<file path="src/rtl/mmu_banked_pkg.sv">
// Shared memory-map constants and FSM state type for the banked MMU.
package mmu_banked_pkg;

  localparam int unsigned DEF_ADDR_W   = 16;
  localparam int unsigned DEF_DATA_W   = 8;
  localparam int unsigned DEF_N_SLV    = 4;
  localparam int unsigned DEF_BANK_W   = 4;
  localparam int unsigned DEF_WIN_LOG2 = 14;
  localparam int unsigned DEF_TIMEOUT  = 15;

  // Region bases are packed with index 0 in the least significant slot, ascending by index.
  localparam logic [DEF_N_SLV*DEF_ADDR_W-1:0] DEF_SLV_BASE =
    {16'hC000, 16'h8000, 16'h1000, 16'h0000};
  localparam logic [DEF_ADDR_W-1:0] DEF_WIN_BASE  = 16'h4000;
  localparam logic [DEF_ADDR_W-1:0] DEF_BANK_ADDR = 16'hFF00;

  typedef enum logic [1:0] {
    ST_IDLE   = 2'd0,
    ST_ACCESS = 2'd1,
    ST_RESP   = 2'd2
  } state_t;

endpackage

</file>
<file path="src/rtl/mmu_banked_decode.sv">
// Combinational address decode: region hit (one-hot), unmapped, bank register, banked window.
module mmu_banked_decode
  import mmu_banked_pkg::*;
#(
  parameter int unsigned              ADDR_W    = DEF_ADDR_W,
  parameter int unsigned              N_SLV     = DEF_N_SLV,
  parameter logic [N_SLV*ADDR_W-1:0]  SLV_BASE  = DEF_SLV_BASE,
  parameter logic [ADDR_W-1:0]        WIN_BASE  = DEF_WIN_BASE,
  parameter int unsigned              WIN_LOG2  = DEF_WIN_LOG2,
  parameter logic [ADDR_W-1:0]        BANK_ADDR = DEF_BANK_ADDR
) (
  input  logic [ADDR_W-1:0] addr,
  output logic [N_SLV-1:0]  hit_c,
  output logic              unmapped_c,
  output logic              is_bank_c,
  output logic              in_win_c
);

  logic [ADDR_W:0]   hi;
  logic [ADDR_W-1:0] lo;

  // Walk regions from the top down so each region's upper bound is the next base.
  always_comb begin
    hit_c      = '0;
    hi         = {1'b1, ADDR_W'(0)};
    lo         = '0;
    is_bank_c  = (addr == BANK_ADDR);
    unmapped_c = !is_bank_c && (addr < SLV_BASE[ADDR_W-1:0]);
    for (int i = N_SLV - 1; i >= 0; i--) begin
      lo = SLV_BASE[i*ADDR_W +: ADDR_W];
      if (!is_bank_c && ({1'b0, addr} >= {1'b0, lo}) && ({1'b0, addr} < hi)) begin
        hit_c[i] = 1'b1;
      end
      hi = {1'b0, lo};
    end
    in_win_c = (addr[ADDR_W-1:WIN_LOG2] == WIN_BASE[ADDR_W-1:WIN_LOG2]);
  end

endmodule

</file>
<file path="src/rtl/mmu_banked.sv">
// CPU-side MMU: region decode, banked-window translation, slave handshake with timeout.
module mmu_banked
  import mmu_banked_pkg::*;
#(
  parameter int unsigned              ADDR_W    = DEF_ADDR_W,
  parameter int unsigned              DATA_W    = DEF_DATA_W,
  parameter int unsigned              N_SLV     = DEF_N_SLV,
  parameter logic [N_SLV*ADDR_W-1:0]  SLV_BASE  = DEF_SLV_BASE,
  parameter int unsigned              BANK_W    = DEF_BANK_W,
  parameter logic [ADDR_W-1:0]        WIN_BASE  = DEF_WIN_BASE,
  parameter int unsigned              WIN_LOG2  = DEF_WIN_LOG2,
  parameter logic [ADDR_W-1:0]        BANK_ADDR = DEF_BANK_ADDR,
  parameter int unsigned              TIMEOUT   = DEF_TIMEOUT
) (
  input  logic                      clk,
  input  logic                      rst_n,
  input  logic                      cpu_req,
  input  logic [ADDR_W-1:0]         cpu_addr,
  input  logic                      cpu_we,
  input  logic [DATA_W-1:0]         cpu_do,
  output logic [DATA_W-1:0]         cpu_di,
  output logic                      cpu_ack,
  output logic                      cpu_err,
  output logic [N_SLV-1:0]          slv_sel,
  output logic [ADDR_W+BANK_W-1:0]  slv_addr,
  output logic                      slv_we,
  output logic [DATA_W-1:0]         slv_wdata,
  input  logic [N_SLV*DATA_W-1:0]   slv_rdata,
  input  logic [N_SLV-1:0]          slv_ready,
  output logic [BANK_W-1:0]         bank
);

  localparam int unsigned PA_W  = ADDR_W + BANK_W;
  localparam int unsigned CNT_W = (TIMEOUT < 1) ? 1 : $clog2(TIMEOUT + 1);

  state_t             state;
  logic [CNT_W-1:0]   cnt;

  logic [N_SLV-1:0]   hit_c;
  logic               unmapped_c;
  logic               is_bank_c;
  logic               in_win_c;
  logic [PA_W-1:0]    phys_c;
  logic               sel_ready_c;
  logic [DATA_W-1:0]  sel_rdata_c;

  mmu_banked_decode #(
    .ADDR_W    (ADDR_W),
    .N_SLV     (N_SLV),
    .SLV_BASE  (SLV_BASE),
    .WIN_BASE  (WIN_BASE),
    .WIN_LOG2  (WIN_LOG2),
    .BANK_ADDR (BANK_ADDR)
  ) u_decode (
    .addr       (cpu_addr),
    .hit_c      (hit_c),
    .unmapped_c (unmapped_c),
    .is_bank_c  (is_bank_c),
    .in_win_c   (in_win_c)
  );

  // Window accesses keep the in-window offset and take the bank as the upper physical bits.
  always_comb begin
    phys_c = in_win_c ? PA_W'({bank, cpu_addr[WIN_LOG2-1:0]}) : PA_W'(cpu_addr);
  end

  // Ready and read data are taken only from the currently selected slave.
  always_comb begin
    sel_ready_c = |(slv_ready & slv_sel);
    sel_rdata_c = '0;
    for (int i = 0; i < N_SLV; i++) begin
      if (slv_sel[i]) begin
        sel_rdata_c = sel_rdata_c | slv_rdata[i*DATA_W +: DATA_W];
      end
    end
  end

  always_ff @(posedge clk or negedge rst_n) begin
    if (!rst_n) begin
      state     <= ST_IDLE;
      cnt       <= '0;
      bank      <= '0;
      cpu_di    <= '0;
      cpu_ack   <= 1'b0;
      cpu_err   <= 1'b0;
      slv_sel   <= '0;
      slv_we    <= 1'b0;
      slv_addr  <= '0;
      slv_wdata <= '0;
    end else begin
      cpu_ack <= 1'b0;
      cpu_err <= 1'b0;
      case (state)
        ST_IDLE: begin
          if (cpu_req) begin
            if (is_bank_c) begin
              // Bank register is local: answered without touching any slave.
              if (cpu_we) begin
                bank <= cpu_do[BANK_W-1:0];
              end else begin
                cpu_di <= DATA_W'(bank);
              end
              cpu_ack <= 1'b1;
              state   <= ST_RESP;
            end else if (unmapped_c) begin
              cpu_di  <= '1;
              cpu_ack <= 1'b1;
              cpu_err <= 1'b1;
              state   <= ST_RESP;
            end else begin
              slv_sel   <= hit_c;
              slv_we    <= cpu_we;
              slv_addr  <= phys_c;
              slv_wdata <= cpu_do;
              cnt       <= '0;
              state     <= ST_ACCESS;
            end
          end
        end
        ST_ACCESS: begin
          // Ready is checked first so it wins over an expiring timeout.
          if (sel_ready_c) begin
            if (!slv_we) begin
              cpu_di <= sel_rdata_c;
            end
            cpu_ack <= 1'b1;
            slv_sel <= '0;
            slv_we  <= 1'b0;
            state   <= ST_RESP;
          end else if (cnt == CNT_W'(TIMEOUT)) begin
            cpu_di  <= '1;
            cpu_ack <= 1'b1;
            cpu_err <= 1'b1;
            slv_sel <= '0;
            slv_we  <= 1'b0;
            state   <= ST_RESP;
          end else begin
            cnt <= cnt + CNT_W'(1);
          end
        end
        ST_RESP: begin
          state <= ST_IDLE;
        end
        default: begin
          state <= ST_IDLE;
        end
      endcase
    end
  end

endmodule

</file>
<file path="config.mk">
export PLATFORM = sky130hd
export DESIGN_NAME = mmu_banked
export DESIGN_NICKNAME = d
export VERILOG_FILES = /design/src/rtl/mmu_banked_pkg.sv /design/src/rtl/mmu_banked_decode.sv /design/src/rtl/mmu_banked.sv
export SDC_FILE = /design/constraint.sdc
export NUM_CORES = 1
export LEC_CHECK = 0
export CAP_MARGIN = 10
export CORE_UTILIZATION = 38
export CTS_BUF_LIST = sky130_fd_sc_hd__clkbuf_4
export DETAILED_ROUTE_END_ITERATION = 10
export PLACE_DENSITY_LB_ADDON = 0.08
export SLEW_MARGIN = 15
export SYNTH_ARGS = -nofsm -noshare
export SYNTH_HDL_FRONTEND = slang
export SYNTH_SLANG_ARGS = --single-unit
</file>
<file path="constraint.sdc">
create_clock -name clk -period 2 [get_ports clk]
set_input_delay 0.4 -clock clk [delete_from_list [all_inputs] [get_ports clk]]
set_output_delay 0.4 -clock clk [all_outputs]
set_load 0.1 [all_outputs]
</file>
### Word-level counts from Yosys, hierarchy flattened

Cells that the tools add are included.

| operators by class | value |
|---|---|
| bitwise gates (word level) | 6 |
| add/subtract/negate cells | 1 |
| order comparisons | 7 |
| reduce and logical (&&, ||, !) cells | 17 |
| eq/ne operators | 13 |
| multiplexer cells | 51 |

Operators by type and width:

| operator | number |
|---|---|
| 2-to-1 mux 8 bit | 11 |
| 2-to-1 mux 4 bit | 10 |
| greater-or-equal comparator 16 bit, second input constant | 2 |
| less-than comparator 16 bit, second input constant | 2 |
| bitwise OR 8 bit | 3 |
| 2-to-1 mux 18 bit | 1 |
| 2-to-1 mux 1 bit | 17 |
| equality test 16 bit, second input constant | 1 |
| greater-or-equal comparator 16 x 13 -> 1 bit, second input constant | 1 |
| less-than comparator 16 x 1 -> 1 bit, second input constant | 1 |
| less-than comparator 16 x 13 -> 1 bit, second input constant | 1 |
| one-hot mux 4 bit (2 select lines) | 2 |
| one-hot mux 8 bit (2 select lines) | 1 |
| AND reduction 6 bit | 2 |
| 2-to-1 mux 2 bit | 5 |
| inequality test 2 bit, second input constant | 5 |
| inequality test 3 bit, second input constant | 3 |
| AND reduction 4 bit | 2 |
| logical AND 1 bit | 7 |
| one-hot mux 1 bit (2 select lines) | 3 |
| AND reduction 5 bit | 1 |
| adder 4 x 1 -> 4 bit, second input constant | 1 |
| bitwise AND 4 bit | 1 |
| equality test 2 x 1 -> 1 bit, second input constant | 2 |
| 9 further kinds | 10 |

| word-level totals | value |
|---|---|
| word-level logic and storage cells | 105 |
| register bits after elaboration | 53 |
| output and inout port bits | 47 |
| input bits | 64 |

### Depth between registers and ports, before layout

Gate-level depths: netlist of the first run.

| depth | value |
|---|---|
| word-level depth | 10 |
| gate-level depth with buffers | 7 |
| gate-level depth less buffers | 6 |

### Modules after synthesis

Synthesis of the first run repeated with hierarchy kept, for this count alone.

| unflattened totals | value |
|---|---|
| cells, all modules | 242 |
| area, all modules | 2499.9 sq um |

Modules (own cells, without submodules):

| module | area each (sq um) | instances | cells an instance |
|---|---|---|---|
| mmu_banked | 2397.3 | 1 | 228 |
| mmu_banked_decode | 102.6 | 1 | 14 |

### Worst setup path after synthesis of the first run

OpenSTA, ideal clock, no wires.

| timing | value |
|---|---|
| path kind | register to register |
| start point | reg slv_sel[1] |
| end point | reg cpu_di[0] |
| arrival time | 2407 ps |
| library setup time | 126 ps |
| period minus slack after synthesis | 2532 ps |
| data required time | 1874 ps |
| stages on the path, launching flop included | 8 |
| path buffers | 2 |
| path slack | -532 ps |
| cell sequence | dfrtp_1 clkbuf_1 a22oi_1 and4b_1 a21oi_1 and2_4 buf_6 o21ai_1 |

| between the ends | value |
|---|---|
| longest elaborated chain between the ends | 8 |
| elaborated cells on any way between the ends | 13 |

RTL lines:

| what | RTL line | RTL |
|---|---|---|
| start: declaration | mmu_banked.sv:24 | `output logic [N_SLV-1:0] slv_sel,` |
| start signal: assignment | mmu_banked.sv:111 | `slv_sel <= hit_c;` |
| 2-to-1 mux 8 bit | mmu_banked.sv:72 | `if (slv_sel[i]) begin` |
| bitwise OR 8 bit | mmu_banked.sv:73 | `sel_rdata_c = sel_rdata_c \| slv_rdata[i*DATA_W +: DATA_W];` |
| 2-to-1 mux 8 bit | mmu_banked.sv:72 |  |
| bitwise OR 8 bit | mmu_banked.sv:73 |  |
| 2-to-1 mux 8 bit | mmu_banked.sv:72 |  |
| 2-to-1 mux 8 bit | mmu_banked.sv:123 | `if (!slv_we) begin` |
| 2-to-1 mux 8 bit | mmu_banked.sv:122 | `if (sel_ready_c) begin` |
| one-hot mux 8 bit (2 select lines) | mmu_banked.sv:93 | `case (state)` |
| end signal: assignment | mmu_banked.sv:101 | `cpu_di <= DATA_W'(bank);` |
| end signal: assignment | mmu_banked.sv:124 | `cpu_di <= sel_rdata_c;` |
| end: declaration | mmu_banked.sv:21 | `output logic [DATA_W-1:0] cpu_di,` |

Several ways; a longest one is shown, not always the timed one. The select of a mux whose other input is x is not followed.
A chain may end at the register's enable or synchronous reset.

### Worst setup path in the final report of the first run

| timing | value |
|---|---|
| start point | in cpu_addr[5] |
| end point | reg cpu_di[6] |

| between the ends | value |
|---|---|
| longest elaborated chain between the ends | 5 |
| elaborated cells on any way between the ends | 10 |

RTL lines:

| what | RTL line | RTL |
|---|---|---|
| start: declaration | mmu_banked.sv:18 | `input logic [ADDR_W-1:0] cpu_addr,` |
| branches (longest 5 deep; another with less-than comparator 16 x 1 -> 1 bit) | n/a |  |

Parallel ways; which one is timed is not known. The select of a mux whose other input is x is not followed.

==> results of run 1 <==
## layout by cell type, fill, tap and decap left out, drive strengths merged, types with 2 or more instances in the layout
master	count
a21o	4
a21oi	7
a22oi	18
a31oi	10
a32o	2
and2	2
and4	2
buf	85
clkbuf	5
clkdlybuf4s50	50
clkinv	2
conb	2
dfrtp	51
dlygate4sd2	4
inv	2
mux2	27
nand2	9
nand2b	3
nand3	12
nand3b	3
nand4	2
nor2	9
nor4	2
o21ai	13
or4	2
xor2	2
## worst reg2reg max path, stage by stage (launching register included)
cell     delay, ns
dfrtp_2       0.54
a22oi_1       0.34
nand3_1       0.25
buf_4         0.20
nand2_1       0.14
nand3_1       0.10
o41ai_1       0.07
## through the flow
step / setup WS (ns) / cells / area [µm²] / util [%]
global placement: -0.814 / 408 / 3660 / 61.5
CTS: 0.00000400 / 418 / 3740 / 62.8
detailed placement: -0.870 / 408 / 3660 / 61.5
floorplan: -0.478 / 209 / 2390 / -
finish: -0.0300 / 419 / 3760 / 63.1
global route: -0.0298 / 419 / 3760 / 63.1
## area by class of cell
class | instances | area [µm²] | area share, %
Sequential cell | 51 | 1280 | 34.1
Clock inverter | 3 | 43.8 | 1.17
Clock buffer | 5 | 37.5 | 0.999
Timing Repair Buffer | 141 | 1270 | 33.7
Inverter | 2 | 7.51 | 0.200
Tap cell | 75 | 93.8 | 2.50
Multi-Input combinational cell | 142 | 1030 | 27.3
## state kept, by name, indices dropped and copies added, names as in the netlist
name	cells
slv_addr	18
cpu_di	8
slv_wdata	8
bank	4
cnt	4
slv_sel	4
state	2
cpu_ack	1
cpu_err	1
slv_we	1
## timing repair
action,in CTS,in global routing
hold buffers,1,0
gates resized for setup,35,2
setup buffers,1,1
pin swaps,9,4
endpoints found under the setup margin,45,9
hold endpoints to repair,13,0
## metal layers
layer	part of all wire [%]	wire [µm]	vias to the layer above
met1	45	2880	1040
met2	48	3060	68
li1	-	-	1047
met5	0	0	-
met3	6.1	388	5
met4	0.78	50	0
## cells by family after synthesis
| family | Yosys count |
|---|---|
| compound gates | 56 |
| fa+ha+maj | 1 |
| buf+inv | 16 |
| other cells | 1 |
| simple gates | 54 |
| xor+xnor | 2 |
| mux | 27 |
| flops | 51 |
## worst max-delay path by stage
stage	slack [ns]	startpoint	endpoint	cells past startpoint
after floorplan	-0.48	cpu_addr[0]	cpu_di[4]$_DFFE_PN0P_	7
after global placement	-0.81	cpu_addr[0]	cpu_di[4]$_DFFE_PN0P_	6
after detailed placement	-0.87	cpu_addr[0]	cpu_di[6]$_DFFE_PN0P_	6
after CTS	0.000004	cpu_addr[4]	cpu_di[6]$_DFFE_PN0P_	6
after global routing	-0.03	cpu_addr[5]	cpu_di[6]$_DFFE_PN0P_	6
final	-0.03	cpu_addr[5]	cpu_di[6]$_DFFE_PN0P_	6
==> run_results.csv, run 1 <==
group,metric,value,unit
outcome,status,"finished with violations",
outcome,violations,"negative setup slack",
drt,first_iter_violations,66,
global_route,antenna_found_initial,0,
floorplanning,dieHeight,80.9,µm
global_route,met1_usage,26.4,%
synthesis,synth_top_cell_by_area,"dfrtp_1",
synthesis,synth_xor_area_share,0.740,%
min_path,hp-class,"in -> reg",
timing,finalCritPeriodShare,101,%
cts,htreeDepth,2,
synthesis,muxShareOfSynthArea,12.9,%
finish,diodes,0,
finish,fillers,515,
synthesis,netlist_area,2370,µm²
synthesis,synth_top_family_by_area,"compound AO/OA/AOI/OAI gates",
floorplanning,die_w,80.9,µm
synthesis,yosysMostFrequentCell,"dfrtp_1",
drt,vias,2160,
synthesis,netlist_top_cells_count,"51 x dfrtp_1, 27 x mux2_2, 18 x a22oi_1, 12 x nand3_1, 10 x a31oi_1",
timing,clock_skew,0.0153,ns
place,dp_hpwl,4.90,mm
global_route,grt_start_max_net_pins,24,
floorplanning,initial_core_util,39.7,%
critical_path,cp_max_fo,8,
synthesis,synth_edf_count,0,
place,place.gp.congestion,0.759,
cts,clockBufferDepth,2,
timing,clock.fmax,493,MHz
floorplanning,row_count,28,
synthesis,synth-adder-area-share,0.529,%
synthesis,synth_compound_gate_area_share,15.4,%
floorplanning,dieArea,6550,µm²
global_route,use_met3,4.94,%
finish,fin_nets,408,
critical_path,rrSetupSlack,0.24,ns
min_path,min_path_cells,3,
synthesis,synth-simple-area-share,13.0,%
global_route,grt_pass1_wl,10.3,mm
job,maxCapViolations,0,
floorplanning,io_pins,111,
drt,drt-pass1-iter-count,4,
critical_path,cpMostUsedCell,"or4_4",
timing,hold_violations,0,
cts,cts_root_buf,"clkbuf_4",
critical_path,critPathCaptureType,"flop",
synthesis,syn_inst,208,
timing,tns,-0.0944,ns
drt,ant_nets,0,
synthesis,synth-main-ff-cell,"dfrtp_1",
floorplanning,core_area,5960,µm²
global_route,overflow,0,
global_route,met2_usage,35.5,%
timing,hold_slack,0.358,ns
timing,relSlewSlack,63.6,%
synthesis,ys_ff_latch,51,
critical_path,rr_endpoint,"slv_sel[1]$_DFFE_PN0P_",
synthesis,yosys_warnings,0,
synthesis,yosys.area.top_type_share,53.9,%
cts,clkTransAtPathRegs,0.14,ns
synthesis,syn_area_per_cell,11.4,µm²
critical_path,r2r_cells,6,
global_route,grt_pass1_vias,2095,
cts,numCtsBuffers,5,
drt,wl_per_cell,15.2,µm
critical_path,crit_slowest_cell,"or4_4",
place,io_buffers,108,
critical_path,crit_chain,"buf_6 > or4_4 > or4_4 > or3_4 > and2_4 > a21o_1",
timing,fin_ws,-0.0300,ns
min_path,hp-start,"cpu_addr[3]",
synthesis,ys_seq_area_share,53.9,%
finish,syn_to_final_growth,58.8,%
min_path,min_to,"slv_addr[3]$_DFFE_PN0P_",
global_route,grt_util_all_layers,20.7,%
cts,clk_latency,0.37,ns
critical_path,worstPathRequired,2.26,ns
cts,cts_tree,"done",
timing,setup_viol,4,
synthesis,yosys.cell_types.count,38,
finish,drive_above_1_share,37.5,%
timing,fin_crit,2.03,ns
drt,routed_wl,6.38,mm
critical_path,r2r-start,"slv_sel[2]$_DFFE_PN0P_",
critical_path,worst_setup_path_start_kind,"input pin",
cts,numClockSinks,51,
synthesis,async_reset_ff_share,100,%
critical_path,path_delay_family,"simple AND/OR/NAND/NOR gates",
timing,finalMaxSlewViolations,0,
critical_path,crit_type,"in -> reg",
drt,post_drt_via_cell_ratio,5.16,
critical_path,cp.buffers_inverters,1,
timing,worst_slew_pin_slew,0.546,ns
critical_path,critPathMaxStageDelay,0.55,ns
critical_path,worstPathArrival,2.29,ns
timing,rsz0062_at_grt,"true",
synthesis,yosys-top-cells-area,"dfrtp_1 54%, mux2_2 13%, a22oi_1 5.7%, a31oi_1 2.6%, nand3_1 2.5%",
drt,remaining_drc_errors,0,
global_route,grt-busiest-layer,"met2",
Power of run 1 is not shown: default switching activity piles up to over one toggle a cycle in this logic, so the estimate is an artifact.
==> run 2: changes to the inputs <==
- PLACE_DENSITY: not set -> 0.82
- PLACE_DENSITY_LB_ADDON: 0.08 -> not set
==> run_results.csv, run 2 (synthesis gave the netlist of run 1 again) <==
group,metric,value,unit
finish,largestRegisters,"slv_addr x18, cpu_di x8, slv_wdata x8",
place,place.gp.congestion,0.800,
critical_path,cp.buffers_inverters,1,
global_route,overflow,0,
drt,remaining_drc_errors,0,
critical_path,rrSetupSlack,0.27,ns
global_route,grt_util_all_layers,20.4,%
critical_path,cp_max_fo,8,
timing,worst_slew_pin_slew,0.601,ns
critical_path,crit_chain,"buf_6 > or4b_4 > or4_4 > or3_4 > and2_4 > a21o_1",
timing,fin_ws,-0.00551,ns
cts,numClockSinks,51,
drt,wl_per_cell,15.5,µm
timing,relSlewSlack,59.9,%
place,post-place-cells,404,
global_route,antenna_found_initial,0,
cts,clk_latency,0.37,ns
finish,layout_commonest_cell,"buf_4",
floorplanning,initial_core_util,39.7,%
cts,clkTransAtPathRegs,0.15,ns
outcome,violations,"negative setup slack",
timing,clock_skew,0.0153,ns
cts,numCtsBuffers,5,
critical_path,critPathCaptureType,"flop",
drt,first_iter_violations,107,
timing,fin_crit,2.01,ns
timing,setup_viol,3,
finish,drive_above_1_share,36.7,%
finish,fillers,500,
finish,regArea,1280,µm²
drt,ant_nets,0,
global_route,grt_start_max_net_pins,27,
finish,diodes,0,
timing,clock.fmax,499,MHz
critical_path,worstPathArrival,2.27,ns
finish,stdcell_count,413,
job,maxCapViolations,0,
place,io_buffers,108,
floorplanning,dieHeight,80.9,µm
floorplanning,die_w,80.9,µm
min_path,hp-class,"in -> async",
timing,finalMaxSlewViolations,0,
critical_path,rr_endpoint,"cnt[0]$_DFFE_PN0P_",
critical_path,crit_slowest_cell,"or4_4",
cts,htreeDepth,2,
finish,max_flop_register,"slv_addr",
cts,hold_buffers,0,
cts,cts_root_buf,"clkbuf_4",
drt,routed_wl,6.39,mm
timing,rsz0062_at_grt,"true",
timing,tns,-0.00679,ns
critical_path,crit_type,"in -> reg",
critical_path,r2r_cells,4,
critical_path,path_delay_family,"simple AND/OR/NAND/NOR gates",
timing,finalCritPeriodShare,100,%
finish,multiInputGateArea,1030,µm²
critical_path,worstPathRequired,2.27,ns
global_route,grt_pass1_vias,2113,
critical_path,critPathMaxStageDelay,0.54,ns
critical_path,path_depth,6,
floorplanning,io_pins,111,
floorplanning,core_area,5960,µm²
global_route,grt_pass1_wl,10.2,mm
floorplanning,row_count,28,
timing,hold_violations,0,
critical_path,worst_setup_path_start_kind,"input pin",
outcome,status,"finished with violations",
finish,syn_to_final_growth,56.5,%
finish,fin_nets,402,
drt,drt-pass1-iter-count,4,
finish,largest_register_ffs,18,
cts,cts_tree,"done",
floorplanning,dieArea,6550,µm²
drt,post_drt_via_cell_ratio,5.25,
cts,clockBufferDepth,2,
finish,mostFrequentLayoutCells,"65 x buf_4, 50 x clkdlybuf4s50_1, 47 x dfrtp_1",
drt,vias,2170,
critical_path,r2r-start,"slv_sel[1]$_DFFE_PN0P_",
place,dp_hpwl,4.98,mm
-- run 2: area by class of cell --
type,instances,area share [%]
inverters,2,0.203
repair buffers,135,32.7
clock buffers,5,1.01
flip-flops and latches,51,34.6
clock inverters,3,1.15
multi-input cells,142,27.8
well taps,75,2.53
-- run 2: repair_timing --
action / CTS / global route
gates resized for setup: 38 / 1
buffers inserted: 1 / 0
endpoints found under the hold margin: 0 / 0
setup endpoints to repair: 49 / 5
pin swaps: 9 / 0
-- run 2: how the worst max path moves through the flow --
stage / startpoint / endpoint / slack [ns]
6_report: cpu_addr[7] / cpu_di[7]$_DFFE_PN0P_ / -0.006
2_1_floorplan: cpu_addr[0] / cpu_di[4]$_DFFE_PN0P_ / -0.48
3_5_place_dp: cpu_addr[0] / cpu_di[7]$_DFFE_PN0P_ / -0.86
3_3_place_gp: cpu_addr[0] / cpu_di[7]$_DFFE_PN0P_ / -0.82
5_1_grt: cpu_addr[7] / cpu_di[6]$_DFFE_PN0P_ / -0.01
4_1_cts: cpu_addr[7] / cpu_di[7]$_DFFE_PN0P_ / 0.01
-- run 2: per-stage QoR --
stage | setup WS, ns | utilization [%] | hold WS [ns] | area [µm²]
after global routing | -0.0121 | 62.2 | 0.0383 | 3700
after detailed placement | -0.865 | 61.0 | 0.440 | 3630
after CTS | 0.0105 | 62.1 | 0.0175 | 3700
final | -0.00551 | 62.2 | 0.0131 | 3700
after floorplan | -0.478 | - | 0.104 | 2390
after global placement | -0.820 | 61.0 | 0.430 | 3630
-- run 2: layer usage --
metal  vias to the layer above  track usage, %  share of wire (%)
met3                         5            4.04                5.5
met5                         -               0                  0
met2                        73            35.5                 52
li1                       1027               -                  -
met1                      1065            26.3                 41
met4                         0            4.29               0.72
Power of run 2 is left out for the same reason.
==> run 3: changes to the inputs <==
- CORE_UTILIZATION: 38 -> 39
- RECOVER_POWER: not set -> 100
- SYNTH_HIERARCHICAL: not set -> 1
==> run_results.csv, run 3 <==
group,metric,value,unit
outcome,status,"completed",
synthesis,syn_inst,242,
timing,fin_crit,1.93,ns
finish,drive_above_1_share,30.8,%
timing,relSlewSlack,18.3,%
synthesis,synth_top_family_by_area,"simple AND/OR/NAND/NOR gates",
synthesis,async_reset_ff_share,100,%
synthesis,yosys_warnings,6,
cts,numClockSinks,51,
place,placed_area,3780,µm²
floorplanning,io_pins,111,
drt,first_iter_violations,91,
timing,rsz0062_at_grt,"true",
finish,regArea,1290,µm²
synthesis,synth_top_cell_by_area,"dfrtp_1",
timing,clock.fmax,518,MHz
floorplanning,core_area,6060,µm²
drt,wl_per_cell,14.5,µm
timing,worst_slew_pin_slew,1.23,ns
finish,largestRegisters,"slv_addr x18, cpu_di x8, slv_wdata x8",
cts,cts_tree,"done",
global_route,antenna_found_initial,0,
global_route,overflow,0,
synthesis,ys_seq_area_share,51.1,%
cts,clkTransAtPathRegs,0.15,ns
floorplanning,initial_core_util,41.2,%
place,place.gp.congestion,0.819,
synthesis,synth_edf_count,0,
synthesis,yosysMostFrequentCell,"nand2_1",
synthesis,synth-adder-area-share,0.501,%
drt,vias,2283,
cts,clockBufferDepth,2,
finish,stdcell_count,455,
cts,htreeDepth,2,
synthesis,synth_compound_gate_area_share,15.4,%
critical_path,cp_max_fo,4,
critical_path,critPathCaptureType,"flop",
synthesis,netlist_area,2500,µm²
floorplanning,dieHeight,82.1,µm
finish,fillers,539,
place,dp_hpwl,5.01,mm
min_path,hp-class,"in -> reg",
floorplanning,dieArea,6730,µm²
synthesis,muxShareOfSynthArea,7.81,%
drt,drt-pass1-iter-count,4,
critical_path,worstPathRequired,2.26,ns
floorplanning,die_w,82.1,µm
drt,ant_nets,0,
finish,layout_commonest_cell,"nand2_1",
critical_path,startpoint,"cpu_addr[13]",
critical_path,rrSetupSlack,0.12,ns
timing,fin_ws,0.0707,ns
synthesis,netlist_top_cells_count,"76 x nand2_1, 51 x dfrtp_1, 8 x a22o_1, 8 x a22oi_1, 8 x mux2_4",
cts,clk_latency,0.37,ns
finish,mostFrequentLayoutCells,"76 x nand2_1, 51 x clkbuf_2, 47 x dfrtp_1, 47 x clkdlybuf4s50_1, 19 x buf_4",
critical_path,worstPathArrival,2.19,ns
min_path,hp-start,"cpu_addr[4]",
synthesis,ys_ff_latch,51,
synthesis,yosys-top-cells-area,"dfrtp_1 51%, nand2_1 11%, mux2_4 4.8%, a22o_1 2.8%, a22oi_1 2.4%",
critical_path,r2r-start,"cnt[0]$_DFFE_PN0P_",
drt,routed_wl,6.59,mm
place,io_buffers,108,
cts,cts_root_buf,"clkbuf_4",
timing,clock_skew,0.0222,ns
finish,max_flop_register,"slv_addr",
synthesis,synth_xor_area_share,0,%
global_route,grt_start_max_net_pins,31,
critical_path,worst_setup_path_start_kind,"input pin",
synthesis,synth-simple-area-share,20.6,%
synthesis,syn_area_per_cell,10.3,µm²
timing,finalCritPeriodShare,96.5,%
place,post-place-cells,441,
floorplanning,row_count,28,
finish,diodes,0,
timing,setup_viol,0,
finish,largest_register_ffs,18,
global_route,grt_pass1_wl,10.4,mm
job,maxCapViolations,0,
timing,finalMaxSlewViolations,0,
finish,stdcell_area,3760,µm²
critical_path,crit_type,"in -> reg",
drt,remaining_drc_errors,0,
global_route,grt_util_all_layers,20.9,%
global_route,grt_pass1_vias,2223,
synthesis,yosys.cell_types.count,44,
synthesis,yosys.area.top_type_share,51.1,%
timing,hold_violations,0,
drt,post_drt_via_cell_ratio,5.02,
place,pre_cts_ws,-0.623,ns
finish,multiInputGateArea,1130,µm²
finish,fin_nets,444,
finish,syn_to_final_growth,50.4,%
cts,numCtsBuffers,5,
synthesis,synth-main-ff-cell,"dfrtp_1",
run 3: changes by cell type in the layout (fill, tap and decap cells not counted), moves of 5 or more:
cell / before / now
a22o_1: 1 / 8
a22oi_1: 18 / 8
a31oi_1: 10 / 4
buf_2: 7 / 1
buf_4: 65 / 19
clkbuf_1: 0 / 6
clkbuf_2: 0 / 51
mux2_2: 27 / 4
mux2_4: 0 / 8
nand2_1: 9 / 76
o21ai_0: 9 / 4
run 3: path summary, 6_finish.rpt:
kind	endpoint	depth (start not counted)
worst max-delay path	cpu_di[3]$_DFFE_PN0P_	9
worst min-delay path	slv_addr[4]$_DFFE_PN0P_	3
worst max register to register	cpu_di[3]$_DFFE_PN0P_	6
worst min register to register	slv_addr[17]$_DFFE_PN0P_	2
max in group asynchronous	slv_sel[2]$_DFFE_PN0P_	2
min in group asynchronous	slv_we$_DFFE_PN0P_	2
run 3: critical path, stage by stage:
cell and delay (ns):
dlygate4sd2_1 0.22, and4b_1 0.22, nand4_1 0.16, nor2_2 0.20
o21a_1 0.16, a21oi_2 0.07, a311oi_4 0.27, buf_6 0.18
mux2_4 0.30
run 3: cells by family (layout without fill, tap and decap cells):
| logic type | after synthesis | count (layout) |
|---|---|---|
| compound gates | 46 | 46 |
| fa+ha+maj | 1 | 1 |
| buf+inv | 17 | 154 |
| flops | 51 | 51 |
| mux | 15 | 15 |
| other cells | 2 | 3 |
| simple gates | 110 | 110 |
run 3: what timing repair did:
item | CTS | global route
hold buffers | 1 | 0
setup buffers | 6 | 0
gates resized for setup | 22 | 17
pin swaps | 8 | 10
cloned | 0 | 0
endpoints found under the setup margin | 12 | 9
endpoints found under the hold margin | 21 | 0
run 3: layout make-up:
class                      instances  area share, %
clock buffer                       5          0.998
clock inverter                     3           1.23
inverter                           2          0.200
multi-input combinational        175           30.1
sequential                        51           34.3
tap                               75           2.50
timing repair buffer             144           30.7
run 3: stage by stage:
| step | setup TNS (ns) | hold WS (ns) | utilization [%] |
|---|---|---|---|
| after detailed placement | -17.78 | 0.397 | 62.4 |
| after floorplan | -1.40 | 0.104 | - |
| final | 0 | 0.215 | 62.0 |
| after global routing | -0.00752 | 0.204 | 62.0 |
| after CTS | 0 | 0.321 | 64.9 |
| after global placement | -16.50 | 0.399 | 62.4 |
run 3: metal layers:
layer,vias up,GRT usage (%),wire length [µm]
met3,6,5.89,517
met4,0,5.26,57
li1,1119,-,-
met5,-,0,0
met1,1075,26.8,2810
met2,83,34.8,3200
Power of run 3 is left out for the same reason.
